**config.mk**
```make
export PLATFORM = sky130hd
export DESIGN_NAME = pc_fetch_unit
export DESIGN_NICKNAME = d
export VERILOG_FILES = /design/src/rtl/pc_fetch_unit.sv
export SDC_FILE = /design/constraint.sdc
export NUM_CORES = 1
export LEC_CHECK = 0
export ABC_AREA = 1
export BUFFER_PORTS_ARGS = -buffer_cell sky130_fd_sc_hd__buf_2
export CAP_MARGIN = 20
export CORE_MARGIN = 3
export CORE_UTILIZATION = 45
export CTS_BUF_LIST = sky130_fd_sc_hd__clkbuf_2 sky130_fd_sc_hd__clkbuf_4 sky130_fd_sc_hd__clkbuf_8
export CTS_CLUSTER_SIZE = 12
export DETAILED_ROUTE_END_ITERATION = 10
export PLACE_DENSITY = 0.8
export SLEW_MARGIN = 20
export SYNTH_ARGS = -nofsm -noshare
export SYNTH_HDL_FRONTEND = slang
export SYNTH_SLANG_ARGS = --single-unit
export TNS_END_PERCENT = 5
```
**constraint.sdc**
```tcl
create_clock -name clk -period 2.6 [get_ports clk]
set_input_delay 0.13 -clock clk [delete_from_list [all_inputs] [get_ports clk]]
set_output_delay 0.13 -clock clk [all_outputs]
set_load 0.02 [all_outputs]
```
**src/rtl/pc_fetch_unit.sv**
```systemverilog
// rtl/pc_fetch_unit.sv - architectural PC register with instruction fetch handshake
module pc_fetch_unit #(
    parameter logic [31:0] RESET_PC = 32'h0000_3000,
    parameter int          ADDR_W   = 10
) (
    input  logic              clk,
    input  logic              reset,
    input  logic [31:0]       npc,
    input  logic              pc_en,
    output logic [31:0]       pc,
    output logic [31:0]       pc4,
    output logic [31:0]       instr,
    output logic              instr_valid,
    output logic              im_req,
    output logic [ADDR_W-1:0] im_addr,
    input  logic              im_ack,
    input  logic [31:0]       im_rdata,
    output logic              addr_err,
    output logic [31:0]       fetch_count
);

    typedef enum logic [1:0] {FETCH, HOLD, ERR} state_t;

    state_t      state;
    logic [31:0] pc_off;
    logic [31:0] npc_off;
    logic        npc_legal;

    assign pc4     = pc + 32'd4;
    assign pc_off  = pc - RESET_PC;
    assign npc_off = npc - RESET_PC;
    assign im_addr = ADDR_W'(pc_off >> 2);

    // A target below RESET_PC wraps to a huge offset, so one upper-bits test covers both bounds.
    assign npc_legal = (npc[1:0] == 2'b00) && ((npc_off >> (ADDR_W + 2)) == 32'd0);

    assign im_req      = (state == FETCH);
    assign instr_valid = (state == HOLD);

    always_ff @(posedge clk or posedge reset) begin
        if (reset) begin
            state       <= FETCH;
            pc          <= RESET_PC;
            instr       <= 32'd0;
            addr_err    <= 1'b0;
            fetch_count <= 32'd0;
        end else begin
            case (state)
                FETCH: begin
                    if (im_ack) begin
                        instr <= im_rdata;
                        state <= HOLD;
                    end
                end
                HOLD: begin
                    if (pc_en) begin
                        if (npc_legal) begin
                            pc          <= npc;
                            fetch_count <= fetch_count + 32'd1;
                            state       <= FETCH;
                        end else begin
                            addr_err <= 1'b1;
                            state    <= ERR;
                        end
                    end
                end
                ERR: begin
                    addr_err <= 1'b1;
                end
                default: begin
                    state <= ERR;
                end
            endcase
        end
    end

endmodule

```
# After elaboration in Yosys (flattened, before gate mapping)
# Cells that the tools add are included.
[op_classes]
n_bitwise = 1
add_sub_neg = 4
n_eq_ne = 5
reduce_logical = 9
mux = 7
[ops]
columns = ["op", "count"]
rows = [
  ["adder 32 x 1 -> 32 bit, second input constant", 1],
  ["adder 32 x 3 -> 32 bit, second input constant", 1],
  ["logical NOT 32 bit", 1],
  ["subtractor 32 x 14 -> 32 bit, second input constant", 1],
  ["subtractor 12 x 1 -> 12 bit, second input constant", 1],
  ["AND reduction 3 bit", 3],
  ["2-to-1 mux 2 bit", 3],
  ["one-hot mux 2 bit (3 select lines)", 1],
  ["logical NOT 2 bit", 2],
  ["inequality test 2 bit, second input constant", 2],
  ["equality test 2 x 1 -> 1 bit, second input constant", 1],
  ["equality test 2 bit, second input constant", 1],
  ["2-to-1 mux 1 bit", 2],
  ["inequality test 2 x 1 -> 1 bit, second input constant", 1],
  ["one-hot mux 1 bit (2 select lines)", 1],
  ["AND reduction 2 bit", 1],
  ["nonzero test 2 bit", 1],
  ["logical AND 1 bit", 1],
  ["NOT 1 bit", 1],
]
[totals]
output_inout_bits = 141
register_bits = 99

# Depth between registers and ports, before layout
# Gate-level depths: netlist of the first run.
[logic_depth]
word_depth = 6
ltp_mapped = 14
mapped_depth_nobuf = 14

# Worst setup path after synthesis of the first run
# OpenSTA, ideal clock, no wires.
[synth_timing]
kind = "reg-to-output"
startpoint = "reg pc[3]"
endpoint = "out pc4[26]"
slack_ns = 0.397
t_arrival_ns = 2.073
stages_incl_launch_ff = 9
n_path_buf = 0
path_cell_list = "dfrtp_1 > ha_1 > nand3_1 > nor3_2 > nand2_1 > nor2_1 > nand4_1 > nor3_1 > xor2_1"
[synth_via]
elab_chain_len = 1
[synth_lines]
columns = ["item", "line", "text"]
rows = [
  ["start, declared", "10", "output logic [31:0] pc,"],
  ["start signal, assigned", "58", "pc <= npc;"],
  ["adder 32 x 3 -> 32 bit", "29", "assign pc4 = pc + 32'd4;"],
  ["end, declared", "11", "output logic [31:0] pc4,"],
]
# Every way passes these cells.

# Worst setup path after layout of the first run
[layout_timing]
startpoint = "reg pc[3]"
endpoint = "out pc4[30]"
# The elaborated chain is that of the path after synthesis.

==> impl_results.md, run 1 <==
* CTS HTree Levels at 3
* Max incr delay on CP at 0.45 ns
* Hold Path Class: primary input to flip-flop
* Sequential share of the synthesized area at 43.6%
* Row cnt at 40
* Number of flops mapped to enable cells by yosys at 0
* Clock Pin Slew Worst Setup and Hold Paths at 0.09 ns
* Final hold vios at 0
* Leak at 4.33 nW
* Crit path kind: flip-flop to output port
* Post-synthesis simple-gate area fraction at 33.0%
* Worst setup margin at -0.0625 ns
* Die H at 118 microns
* Area Growth Syn to Fin at 35.5%
* Required time of the worst setup path at 2.47 ns
* Antenna violations before repair at 0
* Share of cells above drive strength 1 at 33.6%
* # Max-Cap Violations at 0
* Pwr per Cell Area at 375 nW/um^2
* Worst Path Arrival at 2.53 ns
* Placer congestion estimate at 0.961
* DR DRC count at 0
* Ys Warns at 0
* Fin crit period at 2.66 ns
* Post-detail-place hpwl at 11600 microns
* Status: finished, violations left
* Adder-cell share of the synthesized area at 0.440%
* Clock sink count at 99
* Clk root buf: clkbuf_8
* Predominant post-synthesis flop cell: dfrtp_1
* Fin cells at 1149
* Multi-input logic area at 2730 sq um
* Synth area leader: dfrtp_1
* Tot Pwr at 0.00289 W
* Commonest non-fill, non-tap cell in the layout: nand2_1
* Syn Inst Count at 719
* Die area at 14000 sq um
* Ant. Diodes at 0
* Fin Clk Skew at 0.0128 ns
* Mapped Nets at 789
* Hold slack final at 0.243 ns
* Gr usage total at 23.7%
* Startpoint Class: flip-flop
* Final worst-path cycle share at 102%
* Largest net degree at the start of global routing at 52
* Ys async rst share at 100%
* Final Instance Area at 7710 sq um
* Routed via count at 5867
* Largest family of logic cells by synthesized area: simple AND/OR/NAND/NOR gates
* Ports at 209
* Seq. cell area at 2490 sq um
* GRT overflow at 0
* DR WL/cell at 15.3 microns
* RSZ-0062 raised after global routing: yes
* Synth Register Bits at 99
* Worst slew pin tran at 0.577 ns
* Post-Place Cells at 1073
* Crit path max-delay family: simple AND/OR/NAND/NOR gates
* CP Buf/Inv Count at 1
* Max VDD drop at 0.281 mV
* Clock Latency Late Sink at 0.38 ns
* Setup TNS Final at -0.0625 ns
* Vias in the first global route at 5544
* Final setup viols at 1
* Area contributors post-synth: dfrtp_1 43%, nand2_1 14%, mux2_2 6.3%
* Mapped Area at 5690 sq um
* Nets at 1046
* Crit-path cells: ha_4 -> nand3_4 -> nor3_4 -> nand2_2 -> nor2_4 -> nand4_1 -> nor3_2 -> xor2_1 -> buf_4
* Via/cell ratio at 5.11
* ANT nets after route at 0
* Max Root-Sink Buffers at 2
* Multiplexer area fraction after synthesis at 6.33%
* Max-slew headroom at 61.3%
* Final wirelength at 17600 microns
* Synth Area in XOR/XNOR at 5.85%
* CP Max Fanout at 3
* Synth Area in Compound Gates at 1.01%
* Pre-Repair DR Iteration Count at 5
* Post-synthesis cell type count at 34
* Drt initial violations at 498
* Port Buffer Count at 208
* Mean Syn Cell Area at 7.92 sq um
* Initial core utilization at 46.6%
* Commonest non-fill, non-tap cells in the layout: 205 x nand2_1, 204 x buf_2, 92 x dfrtp_1, 86 x inv_1, 65 x nor2_1
* Slowest CP cell: dfrtp_1
* CTS tree: done
* First-pass GRT wire length at 27200 microns
* Fmax at 0.376 GHz
* Core area at 12200 sq um
* Filler instances at 1076
* Placed instance area at 6820 sq um
* Failing checks: setup timing
* Post-synth top area share at 42.6%
* CTS buffer count at 9
* Fin. max-slew vios at 0
* Type of destination of the critical path: output port
* DIE WIDTH at 118 microns
==> cells by family after synthesis <==
family	after synthesis
flip-flops	99
adder cells (fa/ha/maj)	2
AND/OR/NAND/NOR	410
XOR/XNOR	38
multiplexers	32
buffers and inverters	127
AO/OA/AOI/OAI	11
==> worst min-delay path, cell delays in order <==
cell and delay, ns:
buf_2 0.08, nor2_1 0.03, buf_4 0.18, nand4_1 0.10
nand2_1 0.05
==> state kept, by name (all words and copies together), names as in the netlist <==
| signal | count |
|---|---|
| instr | 32 |
| fetch_count | 32 |
| addr_err | 1 |
| state | 2 |
| pc | 32 |
==> cell type report <==
| type | count | area share, % |
|---|---|---|
| Multi-Input combinational cell | 493 | 35.4 |
| Sequential cell | 99 | 32.2 |
| Clock buffer | 10 | 1.78 |
| Timing Repair Buffer | 275 | 21.8 |
| Inverter | 98 | 4.82 |
| Clock inverter | 6 | 1.25 |
| Tap cell | 168 | 2.73 |
==> synth_stat cells (3+ instances only) <==
| cell type | count |
|---|---|
| nand3b_1 | 4 |
| buf_6 | 3 |
| nor2_1 | 68 |
| nand3_1 | 48 |
| xnor2_1 | 14 |
| mux2_2 | 32 |
| buf_2 | 4 |
| buf_1 | 4 |
| dfrtp_1 | 97 |
| nor2_2 | 9 |
| nor3_1 | 15 |
| xor2_1 | 24 |
| nand3_2 | 4 |
| o21ai_0 | 6 |
| nand2_1 | 207 |
| clkbuf_1 | 3 |
| inv_2 | 9 |
| inv_1 | 88 |
| buf_4 | 15 |
| nand4_1 | 44 |
| o21ai_1 | 3 |
==> metrics by stage <==
stage                     setup slack (ns)  utilization [%]
after global placement               0.382             55.8
after global routing                -0.213             63.2
after floorplan                      0.397                -
final                              -0.0625             63.2
after CTS                         -0.00486             61.6
after detailed placement             0.301             55.8
==> routing by layer <==
layer / wire length [microns] / share of wire [%] / GRT usage (%)
met1: 6870 / 39 / 28.5
met2: 8960 / 51 / 41.4
met3: 1270 / 7.2 / 4.74
met4: 502 / 2.9 / 9.70
met5: 0 / 0 / 0
==> final timing paths <==
kind / end / slack, ns / cells after the start / startpoint
min reg2reg: addr_err$_DFFE_PP0P_ / 0.49 / 2 / addr_err$_DFFE_PP0P_
min in group asynchronous: instr[25]$_DFFE_PP0P_ / 0.34 / 3 / reset
min: fetch_count[25]$_DFFE_PP0P_ / 0.24 / 5 / npc[0]
max reg2reg: fetch_count[26]$_DFFE_PP0P_ / 0.44 / 10 / fetch_count[0]$_DFFE_PP0P_
max in group asynchronous: pc[12]$_DFFE_PP1P_ / 1.50 / 4 / reset
max: pc4[30] / -0.06 / 9 / pc[3]$_DFFE_PP0P_
==> what timing repair did <==
action                                 4_1_cts  5_1_grt
gates cloned                                 0        0
hold buffers                                45        0
setup endpoints to repair                    6       10
endpoints found under the hold margin       63        0
gates resized for setup                      5       22
pin swaps                                    0       13
setup buffers                                0       15
==> power breakdown <==
part / switching (W) / leakage [nW] / internal (W) / total [W]
combinational: 0.000107 / 2.88 / 0.000101 / 0.000208
sequential: 0 / 1.32 / 0.00154 / 0.00154
clock: 0.000561 / 0.120 / 0.000582 / 0.00114
total: 0.000669 / 4.33 / 0.00222 / 0.00289
No activity file was read; power rests on OpenSTA's default activity.
==> run 2: changes to the inputs <==
- GPL_TIMING_DRIVEN: unset -> 0
==> run 2 against run 1 <==
The run now ends clean. Sequential power is essentially flat. Die area stayed put. Hold slack lost 0.16 ns. Worst setup slack improved by 0.17 ns. Global-route usage is 0.82 points higher. Critical endpoint unchanged.
==> impl_results.md, run 2 (synthesized netlist as in run 1, its figures left out) <==
* Gr usage total at 24.5% (+0.82 points)
* Final Instance Area at 7790 sq um (+0.99%)
* Clock sink count at 99 (unchanged)
* Required time of the worst setup path at 2.47 ns (about the same)
* Antenna violations before repair at 0 (unchanged)
* CP Max Fanout at 3 (unchanged)
* CTS HTree Levels at 3 (unchanged)
* Port Buffer Count at 208 (unchanged)
* Die H at 118 microns (unchanged)
* Pwr per Cell Area at 352 nW/um^2 (-6.1%)
* Drt initial violations at 484 (-2.8%)
* Status: complete, no violations
* Final setup viols at 0 (-1)
* DR DRC count at 0 (unchanged)
* WL met1 at 7020 microns (+2.3%)
* Hold worst-path end: fetch_count[30]$_DFFE_PP0P_
* Final hold vios at 0 (unchanged)
* Core area at 12200 sq um (unchanged)
* Clock Pin Slew Worst Setup and Hold Paths at 0.10 ns (about the same)
* Fin. max-slew vios at 0 (unchanged)
* Commonest non-fill, non-tap cells in the layout: 210 x buf_2, 205 x nand2_1, 94 x dfrtp_1, 87 x inv_1, 67 x nor2_1
* Startpoint Class: flip-flop
* DR WL met2 at 8700 microns (-2.9%)
* Reg2reg end: fetch_count[26]$_DFFE_PP0P_
* Filler instances at 1029 (-4.4%)
* Initial core utilization at 46.6% (unchanged)
* Worst slew pin tran at 0.609 ns (+0.0318 ns)
* Core Util, Final at 63.8% (+0.62 points)
* First-pass GRT wire length at 27900 microns (+2.6%)
* Worst Path Arrival at 2.36 ns (-0.17 ns)
* Hold Path Class: primary input to flip-flop
* Largest net degree at the start of global routing at 36 (-31%)
* Reg2reg setup slack at 0.44 ns (about the same)
* CTS buffer count at 9 (unchanged)
* Type of destination of the critical path: output port
* Fin Clk Skew at 0.0160 ns (+0.00327 ns)
* Ant. Diodes at 0 (unchanged)
* CTS tree: done
* Tot Pwr at 0.00274 W (-5.2%)
* Die area at 14000 sq um (unchanged)
* DR WL/cell at 15.0 microns (-1.9%)
* Met3 WL at 1300 microns (+1.8%)
* Ports at 209 (unchanged)
* Fmax at 0.401 GHz (+6.9%)
* Max-slew headroom at 59.4% (-1.8 points)
* Final wirelength at 17500 microns (-0.37%)
* Placer congestion estimate at 0.914 (-4.8%)
* Post-detail-place hpwl at 12400 microns (+7.2%)
* # Max-Cap Violations at 0 (unchanged)
* Routed via count at 5774 (-1.6%)
* ANT nets after route at 0 (unchanged)
* Row cnt at 40 (unchanged)
* FF-to-FF path depth at 10 (unchanged)
* DIE WIDTH at 118 microns (unchanged)
* Leak at 4.36 nW (+0.83%)
* Area Growth Syn to Fin at 36.8%
* Largest registers: fetch_count (32), instr (32), pc (32)
* RSZ-0062 raised after global routing: yes
* Clk root buf: clkbuf_8
* Worst hold path startpoint: npc[0]
* Share of cells above drive strength 1 at 33.8% (+0.19 points)
* GRT overflow at 0 (unchanged)
* Placed instance area at 7010 sq um (+2.9%)
* Crit path kind: flip-flop to output port
* Top Metal Used: met4
* Clock Latency Late Sink at 0.39 ns (about the same)
* Fin crit period at 2.49 ns (-0.171 ns)
* Nets at 1064 (+1.7%)
* Max VDD drop at 0.175 mV (-38%)
* Commonest non-fill, non-tap cell in the layout: buf_2
* Pre-Repair DR Iteration Count at 5 (unchanged)
* Vias in the first global route at 5589 (+0.81%)
* Max Root-Sink Buffers at 2 (unchanged)
* Hold path depth at 4 (-1)
* Via/cell ratio at 4.95 (-3.1%)
* Reg2reg start: fetch_count[0]$_DFFE_PP0P_
* Final worst-path cycle share at 95.8% (-6.6 points)
## run 2: cell types whose count changed in the layout (fill, tap and decap cells not counted), sizes merged, moves of 2 or more
cell	change
clkinvlp	+2
inv	+2
clkbuf	+2
bufinv	-2
buf	+16
## run 2: report_power, final
group	leakage, nW	switching, W	internal (W)	total (W)
registers	1.32	0	0.00154	0.00154
logic	2.94	0.000109	0.000107	0.000216
clock network	0.0915	0.000612	0.000373	0.000984
total	4.36	0.000721	0.00202	0.00274
## run 2: routing by layer
metal  track usage, %  vias to the layer above
met4             9.70                        0
met2             43.1                      256
li1                 -                     2828
met5                0                        -
met1             29.7                     2651
met3             4.50                       39
## run 2: how the worst max path moves through the flow
stage               depth (start not counted)              start      end  slack [ns]
floorplan                                   8  pc[3]$_DFFE_PP0P_  pc4[26]        0.40
CTS                                         9  pc[2]$_DFFE_PP0P_  pc4[30]       0.002
global route                                9  pc[3]$_DFFE_PP0P_  pc4[30]       -0.08
finish                                      9  pc[3]$_DFFE_PP0P_  pc4[30]        0.11
detailed placement                         10  pc[3]$_DFFE_PP0P_  pc4[28]        0.23
global placement                           10  pc[3]$_DFFE_PP0P_  pc4[28]        0.21
## run 2: worst max-delay path, stage by stage (launching register included)
cell	delay (ns)
dfrtp_1	0.41
ha_2	0.22
nand3_2	0.13
nor3_4	0.18
nand2_2	0.12
nor2_4	0.13
nand4_1	0.20
nor3_2	0.27
xor2_1	0.16
buf_4	0.16
## run 2: area by class of cell
cell class              count  area [sq um]  share of cell area [%]
inverters                  98           372                    4.77
flip-flops and latches     99          2480                    31.9
repair buffers            264          1620                    20.8
multi-input cells         493          2720                    34.9
plain buffers              29           193                    2.47
clock buffers               9           124                    1.59
clock inverters             7          68.8                   0.884
well taps                 168           210                    2.70
## run 2: stage by stage
step / setup TNS [ns] / setup slack (ns) / hold slack (ns) / std cells
global route: -0.112 / -0.0757 / 0.113 / 1167
detailed placement: 0 / 0.227 / 0.139 / 1098
CTS: 0 / 0.00250 / 0.0696 / 1163
finish: 0 / 0.109 / 0.0871 / 1167
global placement: 0 / 0.208 / 0.325 / 1095
floorplan: 0 / 0.397 / 0.226 / 719
## run 2: what timing repair did
action / CTS / global route
resized for setup: 9 / 10
setup buffers: 5 / 4
pin swaps: 4 / 5
hold buffers: 44 / 0
endpoints found under the setup margin: 8 / 11
endpoints found under the hold margin: 74 / 0
==> run 3: changes to the inputs <==
- CORE_MARGIN: 3 -> 2
==> run 3 against run 2 <==
Non-clock buffer count up 5. Utilization down 1.0 points. Register-to-register slack worse by 0.04 ns. Critical path depth unchanged. Critical path type unchanged. Critical endpoint unchanged. Highest routed layer unchanged.
==> impl_results.md, run 3 (synthesized netlist as in run 1, its figures left out) <==
* Status: complete, no violations
* CP Max Fanout at 4 (+1)
* Post-detail-place hpwl at 12100 microns (-2.4%)
* Ant. Diodes at 0 (unchanged)
* Via/cell ratio at 4.98 (+0.66%)
* DR WL/cell at 14.9 microns (-0.84%)
* Worst hold path startpoint: npc[0]
* Row cnt at 41 (+2.5%)
* Fin. max-slew vios at 0 (unchanged)
* CTS HTree Levels at 3 (unchanged)
* Final setup viols at 0 (unchanged)
* Max VDD drop at 0.269 mV (+54%)
* # Max-Cap Violations at 0 (unchanged)
* Clock sink count at 99 (unchanged)
* Nets at 1069 (+0.47%)
* Fin Clk Skew at 0.0122 ns (-0.00379 ns)
* Routed via count at 5857 (+1.4%)
* Antenna violations before repair at 0 (unchanged)
* RSZ-0062 raised after global routing: yes
* Final worst-path cycle share at 97.5% (+1.7 points)
* Reg2reg end: fetch_count[26]$_DFFE_PP0P_
* ANT nets after route at 0 (unchanged)
* DIE WIDTH at 116 microns (-1.7%)
* Type of destination of the critical path: output port
* Largest registers: fetch_count (32), instr (32), pc (32)
* Max-slew headroom at 55.9% (-3.5 points)
* FF-to-FF path depth at 10 (unchanged)
* Die H at 116 microns (-1.7%)
* CTS buffer count at 9 (unchanged)
* DR DRC count at 0 (unchanged)
* Fmax at 0.394 GHz (-1.7%)
* Worst Path Arrival at 2.41 ns (+0.05 ns)
* Clk root buf: clkbuf_8
* Final hold vios at 0 (unchanged)
* Final wirelength at 17500 microns (about the same)
* GRT overflow at 0 (unchanged)
* Required time of the worst setup path at 2.47 ns (about the same)
* Reg2reg setup slack at 0.40 ns (-0.04 ns)
* Hold path depth at 4 (unchanged)
* Commonest non-fill, non-tap cell in the layout: buf_2
* Share of cells above drive strength 1 at 34.2% (+0.33 points)
* CTS tree: done
* Placer congestion estimate at 0.938 (+2.6%)
* Crit path kind: flip-flop to output port
* Die area at 13600 sq um (-3.3%)
* Clock Latency Late Sink at 0.38 ns (about the same)
* Core area at 12500 sq um (+2.1%)
* Initial core utilization at 45.7% (-0.95 points)
* Largest net degree at the start of global routing at 33 (-8.3%)
* First-pass GRT wire length at 26100 microns (-6.6%)
* Clock Pin Slew Worst Setup and Hold Paths at 0.10 ns (about the same)
* Pwr per Cell Area at 344 nW/um^2 (-2.2%)
* Placed instance area at 7010 sq um (about the same)
* Leak at 4.37 nW (+0.30%)
* Hold worst-path end: fetch_count[30]$_DFFE_PP0P_
* Port Buffer Count at 208 (unchanged)
* Startpoint Class: flip-flop
* Hold Path Class: primary input to flip-flop
* Worst slew pin tran at 0.662 ns (+0.0531 ns)
* Vias in the first global route at 5270 (-5.7%)
* Commonest non-fill, non-tap cells in the layout: 209 x buf_2, 206 x nand2_1, 92 x dfrtp_1, 87 x inv_1, 67 x nor2_1
* Fin crit period at 2.54 ns (+0.0443 ns)
* Tot Pwr at 0.00269 W (-1.8%)
* Drt initial violations at 433 (-11%)
* Pre-Repair DR Iteration Count at 5 (unchanged)
* Max Root-Sink Buffers at 2 (unchanged)
* Filler instances at 1065 (+3.5%)
* Final Instance Area at 7830 sq um (+0.47%)
* Area Growth Syn to Fin at 37.5%
* Ports at 209 (unchanged)
* Gr usage total at 24.7% (+0.23 points)
* Reg2reg start: fetch_count[0]$_DFFE_PP0P_
-- run 3: cell types whose count changed in the layout (fill, tap and decap cells not counted), sizes merged --
cell / previous run / this run
buf: 246 / 251
clkinv: 2 / 3
inv: 100 / 99
-- run 3: timing repair --
item	CTS	global route
buffers inserted	3	11
pin swaps	3	8
setup endpoints to repair	7	10
hold buffers	44	0
gates resized for setup	7	15
hold endpoints to repair	56	0
-- run 3: per-stage QoR --
step | setup TNS, ns | worst slack [ns] | util, % | hold WS [ns] | cells
floorplan | 0 | 0.397 | - | 0.226 | 719
global placement | 0 | 0.286 | 55.8 | 0.325 | 1099
detailed placement | 0 | 0.247 | 56.2 | 0.136 | 1102
CTS | -0.00409 | -0.00409 | 61.7 | 0.0594 | 1165
global route | -0.143 | -0.0761 | 62.8 | 0.0947 | 1176
finish | 0 | 0.0647 | 62.8 | 0.0860 | 1176
-- run 3: power breakdown --
group / total (W) / switching [W] / internal, W
clock network: 0.000939 / 0.000578 / 0.000361
registers: 0.00154 / 0 / 0.00154
logic: 0.000213 / 0.000108 / 0.000106
-- run 3: area by class of cell --
cell class	count	area (sq um)	area share, %
Tap cell	172	215	2.75
Clock inverter	7	57.6	0.736
Timing Repair Buffer	269	1650	21.1
Buffer	29	193	2.46
Inverter	98	372	4.75
Multi-Input combinational cell	493	2720	34.8
Sequential cell	99	2490	31.8
Clock buffer	9	124	1.58
-- run 3: worst max path at each step --
stage | cells past startpoint | slack, ns | endpoint | from
final | 9 | 0.06 | pc4[30] | pc[3]$_DFFE_PP0P_
after CTS | 9 | -0.004 | pc4[30] | pc[2]$_DFFE_PP0P_
after global routing | 9 | -0.08 | pc4[30] | pc[3]$_DFFE_PP0P_
after global placement | 9 | 0.29 | pc4[30] | pc[3]$_DFFE_PP0P_
after detailed placement | 9 | 0.25 | pc4[30] | pc[2]$_DFFE_PP0P_
after floorplan | 8 | 0.40 | pc4[26] | pc[3]$_DFFE_PP0P_
-- run 3: critical path, cell delays in order (launching register included) --
cell     delay [ns]
dfrtp_2        0.43
ha_4           0.16
nand3_4        0.08
nor3_4         0.23
nand2_2        0.13
nor2_4         0.14
nand4_1        0.25
nor3_2         0.29
xor2_1         0.16
buf_4          0.16
-- run 3: metal layers --
layer  GRT usage (%)  routed length [microns]  vias to the layer above
met5               0                        0                        -
met4            5.08                      212                        0
met3            6.23                     1290                       26
met2            44.8                     9000                      263
met1            29.8                     7030                     2738
li1                -                        -                     2830
